===== config.mk =====
export PLATFORM = sky130hd
export DESIGN_NAME = seg_scan
export DESIGN_NICKNAME = d
export VERILOG_FILES = /design/src/rtl/seg_pkg.sv /design/src/rtl/seg_hex_decode.sv /design/src/rtl/seg_scan.sv
export SDC_FILE = /design/constraint.sdc
export NUM_CORES = 1
export LEC_CHECK = 0
export CORE_MARGIN = 4
export CORE_UTILIZATION = 35
export CTS_BUF_LIST = sky130_fd_sc_hd__clkbuf_8
export DETAILED_ROUTE_END_ITERATION = 12
export SETUP_SLACK_MARGIN = 0.5
export SYNTH_ARGS = -nofsm -noshare
export SYNTH_HDL_FRONTEND = slang
export SYNTH_SLANG_ARGS = --single-unit

===== constraint.sdc =====
create_clock -name clk -period 4.65 [get_ports clk]
set_clock_uncertainty 0.05 [all_clocks]
set_input_delay 0.93 -clock clk [delete_from_list [all_inputs] [get_ports clk]]
set_output_delay 0.93 -clock clk [all_outputs]
set_load 0.1 [all_outputs]

===== src/rtl/seg_pkg.sv =====
// seg_pkg: shared definitions for the seven-segment scanner.
//   seg_t     - 7-bit active-low segment vector, bit 0 = a ... bit 6 = g
//   SEG_BLANK - all segments off
//   HEX_SEG   - active-low segment patterns for hex digits 0..F,
//               indexed by the nibble value (HEX_SEG[n] is digit n)
package seg_pkg;

  typedef logic [6:0] seg_t;

  localparam seg_t SEG_BLANK = 7'h7F;

  // Packed array: the first element listed is index 15, the last is index 0.
  localparam logic [15:0][6:0] HEX_SEG = {
    7'b0001110,  // F
    7'b0000110,  // E
    7'b0100001,  // d
    7'b1000110,  // C
    7'b0000011,  // b
    7'b0001000,  // A
    7'b0010000,  // 9
    7'b0000000,  // 8
    7'b1111000,  // 7
    7'b0000010,  // 6
    7'b0010010,  // 5
    7'b0011001,  // 4
    7'b0110000,  // 3
    7'b0100100,  // 2
    7'b1111001,  // 1
    7'b1000000   // 0
  };

endpackage


===== src/rtl/seg_hex_decode.sv =====
// seg_hex_decode: combinational hex nibble to active-low segment lookup.
// Ports:
//   nibble  in  4  hex value 0..F
//   seg     out 7  active-low segments, seg[0]=a ... seg[6]=g
module seg_hex_decode
  import seg_pkg::*;
(
  input  logic [3:0] nibble,
  output logic [6:0] seg
);

  assign seg = HEX_SEG[nibble];

endmodule


===== src/rtl/seg_scan.sv =====
// seg_scan: time-multiplexed seven-segment scanner with frame-synchronous
// display update.
// Parameters:
//   NUM_DIGITS  number of hex digits scanned (>= 2)
//   SCAN_DIV    clk cycles per digit slot (>= 2)
// Ports:
//   clk         in   clock
//   rst         in   synchronous, active-high reset
//   load        in   one-cycle strobe, captures data into the shadow register
//   data        in   hex value, nibble i drives digit i (digit 0 = LSN)
//   clear       in   level, blanks the display while high
//   seg         out  active-low segments, seg[0]=a ... seg[6]=g
//   an          out  active-low digit enables, at most one low
//   frame_done  out  one-cycle pulse after the last slot of each scan
// Configuration:
//   SEG_SCAN_LZB_EN  when defined, leading zero digits (other than digit 0)
//                    are blanked; when undefined every digit is shown.
module seg_scan
  import seg_pkg::*;
#(
  parameter int NUM_DIGITS = 4,
  parameter int SCAN_DIV   = 1000
) (
  input  logic                    clk,
  input  logic                    rst,
  input  logic                    load,
  input  logic [4*NUM_DIGITS-1:0] data,
  input  logic                    clear,
  output logic [6:0]              seg,
  output logic [NUM_DIGITS-1:0]   an,
  output logic                    frame_done
);

  localparam int CW = $clog2(SCAN_DIV);
  localparam int IW = $clog2(NUM_DIGITS);
  localparam int DW = 4 * NUM_DIGITS;

  logic [CW-1:0]         cnt;
  logic [IW-1:0]         idx;
  logic [DW-1:0]         shadow;
  logic [DW-1:0]         disp;
  logic                  pending;

  logic                  slot_end;
  logic                  frame_end;
  logic [3:0]            cur_nib;
  seg_t                  cur_seg;
  logic [NUM_DIGITS-1:0] an_sel;
  logic                  blank;

  assign slot_end  = (cnt == CW'(SCAN_DIV - 1));
  assign frame_end = slot_end && (idx == IW'(NUM_DIGITS - 1));

  assign cur_nib = disp[{idx, 2'b00} +: 4];
  assign an_sel  = ~(NUM_DIGITS'(1) << idx);

`ifdef SEG_SCAN_LZB_EN
  // A digit above 0 is a leading zero when it and every higher nibble are 0.
  assign blank = (idx != '0) && ((disp >> {idx, 2'b00}) == '0);
`else
  assign blank = 1'b0;
`endif

  seg_hex_decode u_dec (
    .nibble (cur_nib),
    .seg    (cur_seg)
  );

  always_ff @(posedge clk) begin
    if (rst) begin
      cnt        <= '0;
      idx        <= '0;
      shadow     <= '0;
      disp       <= '0;
      pending    <= 1'b0;
      seg        <= SEG_BLANK;
      an         <= '1;
      frame_done <= 1'b0;
    end else begin
      if (slot_end) begin
        cnt <= '0;
        idx <= (idx == IW'(NUM_DIGITS - 1)) ? '0 : idx + 1'b1;
      end else begin
        cnt <= cnt + 1'b1;
      end

      frame_done <= frame_end;

      // A load landing on the frame-end cycle goes straight to the display,
      // otherwise it waits in shadow until the next frame boundary.
      if (load && frame_end) begin
        disp    <= data;
        pending <= 1'b0;
      end else if (load) begin
        shadow  <= data;
        pending <= 1'b1;
      end else if (frame_end && pending) begin
        disp    <= shadow;
        pending <= 1'b0;
      end

      if (clear || blank) begin
        seg <= SEG_BLANK;
        an  <= '1;
      end else begin
        seg <= cur_seg;
        an  <= an_sel;
      end
    end
  end

endmodule


Word level (Yosys, flattened, before mapping)
Memories as Yosys holds them, arrays and structs flattened. A register that Yosys moved wholly into a read port is not among the register bits.
Cells that the tools add are included.

word-level totals
  register bits after elaboration = 50
  latch bits = 0
  RAM bits = 0
  ROM bits = 112
  bits of input ports = 20
  output and inout port bits = 12
  logic and storage cells = 33
  memories = 1

memories
  name              words  bits a word  rd ports  clocked after Yosys merged registers in  write ports  RTL line              RTL
  (name not given)  16     7            1         1                                        0            seg_hex_decode.sv:12  assign seg = HEX_SEG[nibble];

operators by class
  add/subtract/negate cells = 2
  multipliers = 0
  divide/modulo/power cells = 0
  $lt $le $gt $ge = 0
  eq/ne operators = 3
  shifts and indexed selects = 2
  muxes and demuxes = 6
  bitwise logic cells = 2
  reductions and logical operators = 10

operator list
  operator                                               number
  2-to-1 mux 16 bit                                      3
  variable part select 16 x 5 -> 4 bit                   1
  adder 10 x 1 -> 10 bit, second input constant          1
  == test 10 bit, second input constant                  1
  OR reduction 2 bit                                     3
  inverter 4 bit                                         1
  AND reduction 2 bit                                    2
  nonzero test 2 bit                                     2
  left shift 1 x 2 -> 4 bit, first input constant        1
  logical AND 1 bit                                      3
  adder 2 x 1 -> 2 bit, second input constant            1
  == test 2 bit, second input constant                   1
  2-to-1 mux 1 bit                                       2
  2-to-1 mux 2 bit                                       1
  inequality test 2 x 1 -> 1 bit, second input constant  1
  inverter 1 bit                                         1

Longest topological paths before layout
Gate-level depths: netlist of run 1.

  depth after elaboration = 6
  mapped depth = 8
  depth with buffers taken out = 7

By module
Synthesis of run 1 repeated with hierarchy kept, for this count alone.

second synthesis, totals
  cell total of the unflattened synthesis = 301
  area total of the unflattened synthesis = 2944.1 um^2

by module, submodules not included
  module          instances  cells an instance  area an instance (um^2)  seq. area each (um^2)
  seg_scan        1          269                2668.8                   1141.1
  seg_hex_decode  1          32                 275.3                    0.0

Worst setup path after synthesis of run 1
Ideal clock, no wire load.

  path type = flip-flop to flip-flop
  start = reg idx[0]
  end = reg seg[3]
  setup time = 0.129 ns
  data arrival time = 2.101 ns
  data required time = 4.471 ns
  path slack = 2.370 ns
  cell stages (with the launch flop) = 7
  buffers on the path = 1
  clock period less this slack = 2.280 ns
  path through = dfxtp_1 clkbuf_1 mux4_1 ha_1 or2_0 a2111oi_2 a31oi_1

on the way
  cells in the longest elaborated chain, start to end = 1

RTL lines
  item                                  RTL line        RTL
  start, declared                       seg_scan.sv:39  logic [IW-1:0] idx;
  start signal, assigned                seg_scan.sv:82  idx <= (idx == IW'(NUM_DIGITS - 1)) ? '0 : idx + 1'b1;
  variable part select 16 x 5 -> 4 bit  seg_scan.sv:54  assign cur_nib = disp[{idx, 2'b00} +: 4];
  end, declared                         seg_scan.sv:29  output logic [6:0] seg,

No other way between the ends.
A chain may end at the register's enable or synchronous reset.

Worst setup path after layout of run 1
  start = in load
  end = reg shadow[2]

on the way
  cells in the longest elaborated chain, start to end = 3

RTL lines
  item                                      RTL line        RTL
  start, declared                           seg_scan.sv:26  input logic load,
  logical AND 1 bit                         seg_scan.sv:91  if (load && frame_end) begin
  inverter 1 bit (no source line)           -
  AND reduction 2 bit (no source line) (*)  -
  end signal, assigned                      seg_scan.sv:95  shadow <= data;
  end, declared                             seg_scan.sv:40  logic [DW-1:0] shadow;

Mark *: on every way between the ends. The rest lies on a longest branch, timed or not.

==> impl_metrics.toml, run 1 <==
[status]
status = "finished clean"

[place]
placed_cell_area_um2 = 2950
port_buffers = 31
place.gp.congestion = 0.804
place_hpwl_um = 3760
placed_cells = 402

[global_routing]
grt_pass1_vias = 1887
grt_max_degree = 26
grt_usage_pct = 12.9
grt_pass1_wl_um = 8930
antenna_found_initial = 0
grt_overflow = 0

[power]
seqPwrFrac_pct = 50.2
p_comb_share_pct = 9.0
p_clk_share_pct = 40.8
power_mw = 1.01
switchingPower_mw = 0.260
p_per_area_nw_per_um2 = 324
power.leakage_nw = 1.11
p_int_mw = 0.754
swShare_pct = 25.7
vdd_drop_max_uv = 132

[critical_path]
crit_fanout = 18
r2r_slack_ns = 2.26
end_kind = "register"
r2r_cells = 5
slowest_stage = "a41oi_2"
r2r-start = "idx[0]"
path_cells = "clkdlybuf4s50_1, clkinv_1, a41oi_2, nand2_1, a21oi_1"
cp.arrival_ns = 2.99
worstSetupPathType = "input port to register"
critPathLaunchType = "input port"
cp_data_required_time_ns = 4.83
r2r_end = "seg[3]"
slowest_delay_ns = 0.82

[logic_synthesis]
yosysSeqAreaShare_pct = 43.3
syn_area_per_cell_um2 = 9.03
synth_nets = 323
synth-main-ff-cell = "dfxtp_1"
synth_edf_count = 0
netlist_area_um2 = 2640
yosysUniqueCellTypes = 44
synth_seq_cells = 57
async_flop_share_pct = 0
yosys_warnings = 0
netlist_instances = 292

[final_layout]
final_cell_mix = "nand2_1, dfxtp_1, nor2_1, clkdlybuf4s50_1, a21oi_1"
instances_no_fill = 418
mostFrequentLayoutCell = "nand2_1"
finalNetCount = 345
antenna_cells = 0
fin_area_um2 = 3140
drive_gt1_share_pct = 13.2
syn_to_final_growth_pct = 18.9

[timing]
timing.fmax_mhz = 355
worst_slew_pin_slew_ns = 0.998
drv_slew = 0
finalSetupTns_ns = 0
max_slew_margin_pct = 33.3
hold_violations = 0
finalCritPeriodShare_pct = 60.5
hold_ws_ns = 0.400
rsz0062_at_grt = "no"
layout_min_cycle_time_ns = 2.81
setup_viol = 0

[clock_network]
holdBufCountCts = 0
postCtsSetupBuffers = 0
cts_buffers = 9
clk_pin_slew_ns = 0.06
cts_buffer_depth = 2
cts_tree = "done"
cts_resized = 0
h-tree-depth = 3
worstSkewPairLatency_ns = 0.33
numClockSinks = 57
root_buffer = "clkbuf_8"

[die]
die_x_um = 94.8
core_um2 = 7290
boundaryPins = 32
die_h_um = 94.8
die-area_um2 = 8990
start_util_pct = 36.2
rows = 31

[drt]
wirelength_um = 5330
ant_nets = 0
via_per_inst = 4.83
num_vias = 2018
drtIter0Drc = 60
firstDrtPassIters = 4
wl_per_cell_um = 12.7
drc = 0

[worst_hold_path]
hold_depth = 1
hold_end = "cnt[0]"
min-delay-start = "cnt[0]"
hold_class = "register to register"

[run]
maxCapViolations = 0
## worst max-delay path by stage
| stage | from | endpoint | slack [ns] | depth (start not counted) |
|---|---|---|---|---|
| floorplan | idx[0] | seg[3] | 2.37 | 6 |
| global placement | load | shadow[2] | 1.51 | 5 |
| detailed placement | load | shadow[2] | 1.44 | 5 |
| CTS | load | shadow[2] | 1.80 | 5 |
| global route | rst | disp[10] | 1.60 | 4 |
| finish | load | shadow[2] | 1.84 | 5 |
## power by group through the flow
stage	logic, mW	clock network (mW)	registers, mW
6_report	0.0910	0.414	0.509
5_1_grt	0.0981	0.451	0.511
4_1_cts	0.0920	0.426	0.509
3_5_place_dp	0.0920	0	0.520
3_3_place_gp	0.0913	0	0.520
2_1_floorplan	0.0362	0	0.542
## Yosys cell counts, types with 3 or more instances
cell      instances  area [um^2]
o31ai_2           9          113
xor2_1            4         35.0
o221ai_1          4         35.0
buf_6             3         33.8
clkbuf_1          8         30.0
inv_1             7         26.3
nand2_1          58          218
nor2_1           37          139
mux2i_1           3         30.0
xnor2_1           4         35.0
a21oi_2           8         70.1
buf_2             5         25.0
buf_4             3         22.5
a21oi_1          28          140
o31ai_1           7         52.6
dfxtp_1          57         1140
nand3_1           3         15.0
ha_1             11          138
## layer usage
| metal | vias to the layer above | GRT usage (%) | share of wire (%) |
|---|---|---|---|
| met3 | 10 | 3.51 | 3.4 |
| met4 | 0 | 6.97 | 2.0 |
| met2 | 31 | 20.8 | 46 |
| li1 | 1043 | - | - |
| met1 | 934 | 15.5 | 49 |
| met5 | - | 0 | 0 |
## per-stage QoR
stage | utilization [%] | setup WS, ns
final | 43.0 | 1.84
after floorplan | - | 2.37
after detailed placement | 40.5 | 1.44
after CTS | 43.0 | 1.80
after global placement | 40.5 | 1.51
after global routing | 43.0 | 1.60
## final cells by class
type | instances | area, um^2
inverters | 8 | 30.0
flip-flops and latches | 57 | 1140
clock buffers | 11 | 151
clock inverters | 5 | 30.0
multi-input cells | 207 | 1350
repair buffers | 31 | 310
well taps | 99 | 124
fillers | 759 | 4160
## critical path, delay by kind of cell
kind	cells	cell delay, ns
buffers and inverters	2	0.96
AOI/OAI and AO/OA	2	0.98
and+or+nand+nor	1	0.11
## cell families (layout without fill, tap and decap cells)
family                     after synthesis  in the layout  share of synthesized area [%]
xor gates and xnor gates                 8              8                           2.66
buffers and inverters                   28             55                           5.55
and+or+nand+nor                        115            115                           19.1
AOI/OAI and AO/OA                       66             66                           19.4
adders and majority gates               11             11                           5.22
DFF                                     57             57                           43.3
muxes                                    7              7                           4.84
## state kept, by name, indices dropped and copies added (netlist names)
name        cells
an              4
cnt            10
seg             7
disp           16
shadow         16
pending         1
frame_done      1
idx             2
Power figures use the tool's default switching activity.
==> inputs of run 2 (changes only) <==
==> constraint.sdc (replaced) <==
create_clock -name clk -period 2.4 [get_ports clk]
set_clock_uncertainty 0.05 [all_clocks]
set_input_delay 0.48 -clock clk [delete_from_list [all_inputs] [get_ports clk]]
set_output_delay 0.48 -clock clk [all_outputs]
set_load 0.1 [all_outputs]
==> impl_metrics.toml, run 2 (synthesis gave the netlist of run 1 again) <==
[critical_path]
critPathLaunchType = "register"
end_kind = "register"
cp.arrival_ns = 2.12
path_cells = "mux4_2, ha_4, or2_4, a2111oi_4, a31oi_1"
slowest_stage = "mux4_2"
cp_data_required_time_ns = 2.56
worstSetupPathType = "register to register"
crit_fanout = 6
slowest_delay_ns = 0.59

[power]
seqPwrFrac_pct = 45.6
p_clk_share_pct = 45.8
p_per_area_nw_per_um2 = 649
p_int_mw = 1.62
p_comb_share_pct = 8.6
switchingPower_mw = 0.537
power.leakage_nw = 1.20
swShare_pct = 24.9
vdd_drop_max_uv = 288

[die]
die_x_um = 94.8
die-area_um2 = 8990
rows = 31
start_util_pct = 36.2
die_h_um = 94.8
core_um2 = 7290
boundaryPins = 32

[clock_network]
cts_buffers = 9
root_buffer = "clkbuf_8"
clk_pin_slew_ns = 0.07
numClockSinks = 57
worstSkewPairLatency_ns = 0.33
h-tree-depth = 3
cts_buffer_depth = 2
cts_tree = "done"

[global_routing]
grt_pass1_vias = 2021
grt_overflow = 0
antenna_found_initial = 0
grt_pass1_wl_um = 9520
grt_usage_pct = 13.6
grt_max_degree = 25

[final_layout]
mostFrequentLayoutCell = "nand2_1"
finalNetCount = 362
n_fill_cell = 721
drive_gt1_share_pct = 24.7
antenna_cells = 0
instances_no_fill = 435
reg.largest.list = "disp x16, shadow x16, cnt x10"
syn_to_final_growth_pct = 26.2
final_cell_mix = "nand2_1, dfxtp_1, nor2_1, a21oi_1, buf_4"

[timing]
setup_viol = 0
hold_violations = 0
max_slew_margin_pct = 66.7
rsz0062_at_grt = "yes"
timing.fmax_mhz = 511
finalCritPeriodShare_pct = 81.5
drv_slew = 0
worst_slew_pin_slew_ns = 0.500
finalSetupTns_ns = 0
layout_min_cycle_time_ns = 1.96

[drt]
wirelength_um = 5830
firstDrtPassIters = 4
drc = 0
via_per_inst = 4.82
num_vias = 2097
wl_per_cell_um = 13.4
drtIter0Drc = 99
ant_nets = 0

[worst_hold_path]
hold_class = "register to register"

[place]
place_hpwl_um = 3880
port_buffers = 31
placed_cells = 410
place.gp.congestion = 0.845

[run]
maxCapViolations = 0

[status]
status = "finished clean"
run 2: cell count changes in the layout (fill, tap and decap cells not counted), sizes merged:
| cell | before | now |
|---|---|---|
| clkinv | 4 | 3 |
| clkdlybuf4s50 | 31 | 19 |
| clkbuf | 11 | 10 |
| bufinv | 0 | 2 |
| buf | 0 | 27 |
| inv | 7 | 8 |
| nand3 | 4 | 5 |
run 2: timing repair:
item                                    in CTS  in global routing
endpoints found under the hold margin        0                  0
hold buffers                                 0                  0
resized for setup                            4                 10
gates cloned                                 0                  1
endpoints found under the setup margin      38                 44
setup buffers                                2                  6
pin swaps                                    0                  5
run 2: power by group through the flow:
stage | Clock [mW] | Combinational (mW) | Sequential [mW]
finish | 0.990 | 0.186 | 0.984
global route | 1.06 | 0.203 | 0.987
CTS | 1.01 | 0.183 | 0.984
detailed placement | 0 | 0.183 | 1.01
global placement | 0 | 0.181 | 1.01
floorplan | 0 | 0.0701 | 1.05
run 2: final timing paths:
| check | start | endpoint | slack [ns] | depth (start not counted) |
|---|---|---|---|---|
| max | idx[0] | seg[3] | 0.44 | 5 |
| min | shadow[7] | shadow[7] | 0.41 | 2 |
| max reg2reg | idx[0] | seg[3] | 0.44 | 5 |
| min reg2reg | shadow[7] | shadow[7] | 0.41 | 2 |
run 2: metrics by stage:
| step | worst slack, ns | cell area (um^2) | power (mW) | hold slack, ns | utilization, % |
|---|---|---|---|---|---|
| after floorplan | 0.454 | 2650 | 1.12 | 0.368 | - |
| after global placement | 0.313 | 2990 | 1.19 | 0.374 | 41.0 |
| after detailed placement | 0.283 | 2990 | 1.19 | 0.391 | 41.0 |
| after CTS | 0.436 | 3240 | 2.18 | 0.406 | 44.4 |
| after global routing | 0.351 | 3330 | 2.25 | 0.422 | 45.6 |
| final | 0.443 | 3330 | 2.16 | 0.405 | 45.6 |
run 2: final cells by class:
cell class	instances	area, um^2	area share (%)
clock buffers	9	124	3.72
clock inverters	7	93.8	2.82
inverters	8	30.0	0.903
multi-input cells	208	1410	42.3
flip-flops and latches	57	1150	34.5
well taps	99	124	3.72
repair buffers	47	398	12.0
run 2: critical path, delay by kind of cell, from the launching register on:
kind	cells	cell delay, ns
AO/OA/AOI/OAI	2	0.39
multiplexers	1	0.59
AND/OR/NAND/NOR	1	0.23
flip-flops	1	0.39
adder cells (fa/ha/maj)	1	0.20
run 2: per-layer routing:
| metal | routed length [um] | share of wire, % | vias to the layer above | global-route usage (%) |
|---|---|---|---|---|
| met1 | 2750 | 47 | 964 | 16.8 |
| met4 | 32 | 0.55 | 0 | 5.05 |
| met3 | 352 | 6.0 | 2 | 4.06 |
| li1 | - | - | 1076 | - |
| met2 | 2690 | 46 | 55 | 22.3 |
| met5 | 0 | 0 | - | 0 |
==> inputs of run 3 (changes only) <==
==> constraint.sdc (replaced) <==
create_clock -name clk -period 1.9 [get_ports clk]
set_clock_uncertainty 0.05 [all_clocks]
set_input_delay 0.38 -clock clk [delete_from_list [all_inputs] [get_ports clk]]
set_output_delay 0.38 -clock clk [all_outputs]
set_load 0.1 [all_outputs]
==> impl_metrics.toml, run 3 (synthesis gave the netlist of run 1 again) <==
[status]
status = "finished with violations"
violations = "negative setup slack"

[clock_network]
holdBufCountCts = 0
numClockSinks = 57
cts_buffers = 9
root_buffer = "clkbuf_8"
worstSkewPairLatency_ns = 0.34
cts_tree = "done"
cts_buffer_depth = 2
h-tree-depth = 3
clk_pin_slew_ns = 0.06

[power]
vdd_drop_max_uv = 259
power.leakage_nw = 1.82
seqPwrFrac_pct = 43.6
p_int_mw = 2.17
power_mw = 2.88
switchingPower_mw = 0.716
p_clk_share_pct = 45.0
swShare_pct = 24.8
p_per_area_nw_per_um2 = 655
p_comb_share_pct = 11.5

[critical_path]
path_cells = "mux4_2, ha_4, or2_1, a2111oi_2, a31oi_1"
cp_data_required_time_ns = 2.07
r2r_cells = 5
r2r_slack_ns = -0.02
critPathLaunchType = "register"
r2r_end = "seg[3]"
slowest_stage = "mux4_2"
crit_buf_inv = 0
slowest_delay_ns = 0.60
critPathTopFamily = "multiplexers"
worstSetupPathType = "register to register"
cp.arrival_ns = 2.09
crit_fanout = 5
end_kind = "register"
r2r-start = "idx[0]"

[place]
port_buffers = 31
place.gp.congestion = 0.858
place_hpwl_um = 4140

[die]
die_x_um = 94.8
die-area_um2 = 8990
boundaryPins = 32
core_um2 = 7290
start_util_pct = 36.2
rows = 31
die_h_um = 94.8

[run]
maxCapViolations = 0

[timing]
drv_slew = 0
max_slew_margin_pct = 81.1
layout_min_cycle_time_ns = 1.92
timing.fmax_mhz = 521
finalCritPeriodShare_pct = 101
finalSetupTns_ns = -0.0177
hold_violations = 0
rsz0062_at_grt = "yes"
setup_viol = 1
worst_slew_pin_slew_ns = 0.283
hold_ws_ns = 0.429
setup_ws_ns = -0.0177

[global_routing]
grt_max_degree = 21
grt_pass1_vias = 2394
grt_usage_pct = 16.9
grt_overflow = 0
antenna_found_initial = 0
grt_pass1_wl_um = 11700

[final_layout]
reg.largest.list = "disp x16, shadow x16, cnt x10"
finalNetCount = 404
antenna_cells = 0
syn_to_final_growth_pct = 67.0
drive_gt1_share_pct = 55.0
final_cell_mix = "dfxtp_1, buf_4, nor2_1, nand2_4, a21oi_2"
mostFrequentLayoutCell = "dfxtp_1"

[drt]
drc = 0
via_per_inst = 5.00
wl_per_cell_um = 16.2
ant_nets = 0
firstDrtPassIters = 4
drtIter0Drc = 101
wirelength_um = 7710
num_vias = 2386

[worst_hold_path]
hold_class = "register to register"
hold_depth = 2
min-delay-start = "shadow[7]"
hold_end = "shadow[7]"
## run 3: cell count changes in the layout (fill, tap and decap cells not counted), moves of 4 or more
| cell | before | now |
|---|---|---|
| a21oi_1 | 28 | 8 |
| a21oi_2 | 8 | 28 |
| buf_12 | 0 | 9 |
| buf_4 | 27 | 38 |
| buf_6 | 0 | 19 |
| dfxtp_1 | 55 | 48 |
| dfxtp_2 | 0 | 6 |
| nand2_1 | 58 | 19 |
| nand2_2 | 0 | 7 |
| nand2_4 | 0 | 32 |
| o31ai_1 | 7 | 1 |
| o31ai_4 | 0 | 4 |
## run 3: what timing repair did
action,in CTS,in global routing
endpoints found under the setup margin,50,53
pin swaps,54,14
setup buffers,22,10
gates cloned,5,0
resized for setup,86,60
## run 3: power by group through the flow
stage	logic [mW]	registers, mW	clock network, mW
4_1_cts	0.301	1.25	1.32
3_5_place_dp	0.243	1.27	0
3_3_place_gp	0.241	1.27	0
2_1_floorplan	0.0955	1.33	0
5_1_grt	0.353	1.26	1.37
6_report	0.331	1.26	1.30
## run 3: metal layers
metal | vias to the layer above | wire length (um) | global-route usage, %
met1 | 1133 | 3120 | 19.5
met2 | 64 | 3980 | 29.1
met4 | 0 | 254 | 7.69
li1 | 1170 | - | -
met5 | - | 0 | 0
met3 | 19 | 358 | 4.70
## run 3: layout make-up
cell class	instances	area [um^2]
clock inverter	5	76.3
clock buffer	11	151
sequential	57	1160
timing repair buffer	89	982
inverter	8	30.0
tap	99	124
multi-input combinational	208	1880
fill	584	2890
## run 3: worst max-delay path by stage
stage               depth (start not counted)     end  startpoint  slack, ns
detailed placement                          5  seg[3]      idx[0]       0.04
CTS                                         5  seg[3]      idx[0]       0.04
floorplan                                   6  seg[3]      idx[0]      -0.05
global placement                            5  seg[3]      idx[0]       0.07
finish                                      5  seg[3]      idx[0]      -0.02
global route                                5  seg[3]      idx[0]      -0.09
## run 3: metrics by stage
step                setup slack [ns]  cells  utilization [%]  area [um^2]
global route                 -0.0886    477             60.4         4400
detailed placement            0.0356    424             44.2         3220
finish                       -0.0177    477             60.4         4400
CTS                           0.0432    467             56.0         4090
floorplan                    -0.0458    292                -         2760
global placement              0.0662    424             44.2         3220
## run 3: worst reg2reg max path, cell delays in order (launching register included)
cell and delay (ns):
dfxtp_2 0.36, mux4_2 0.60, ha_4 0.20, or2_1 0.22, a2111oi_2 0.30, a31oi_1 0.07
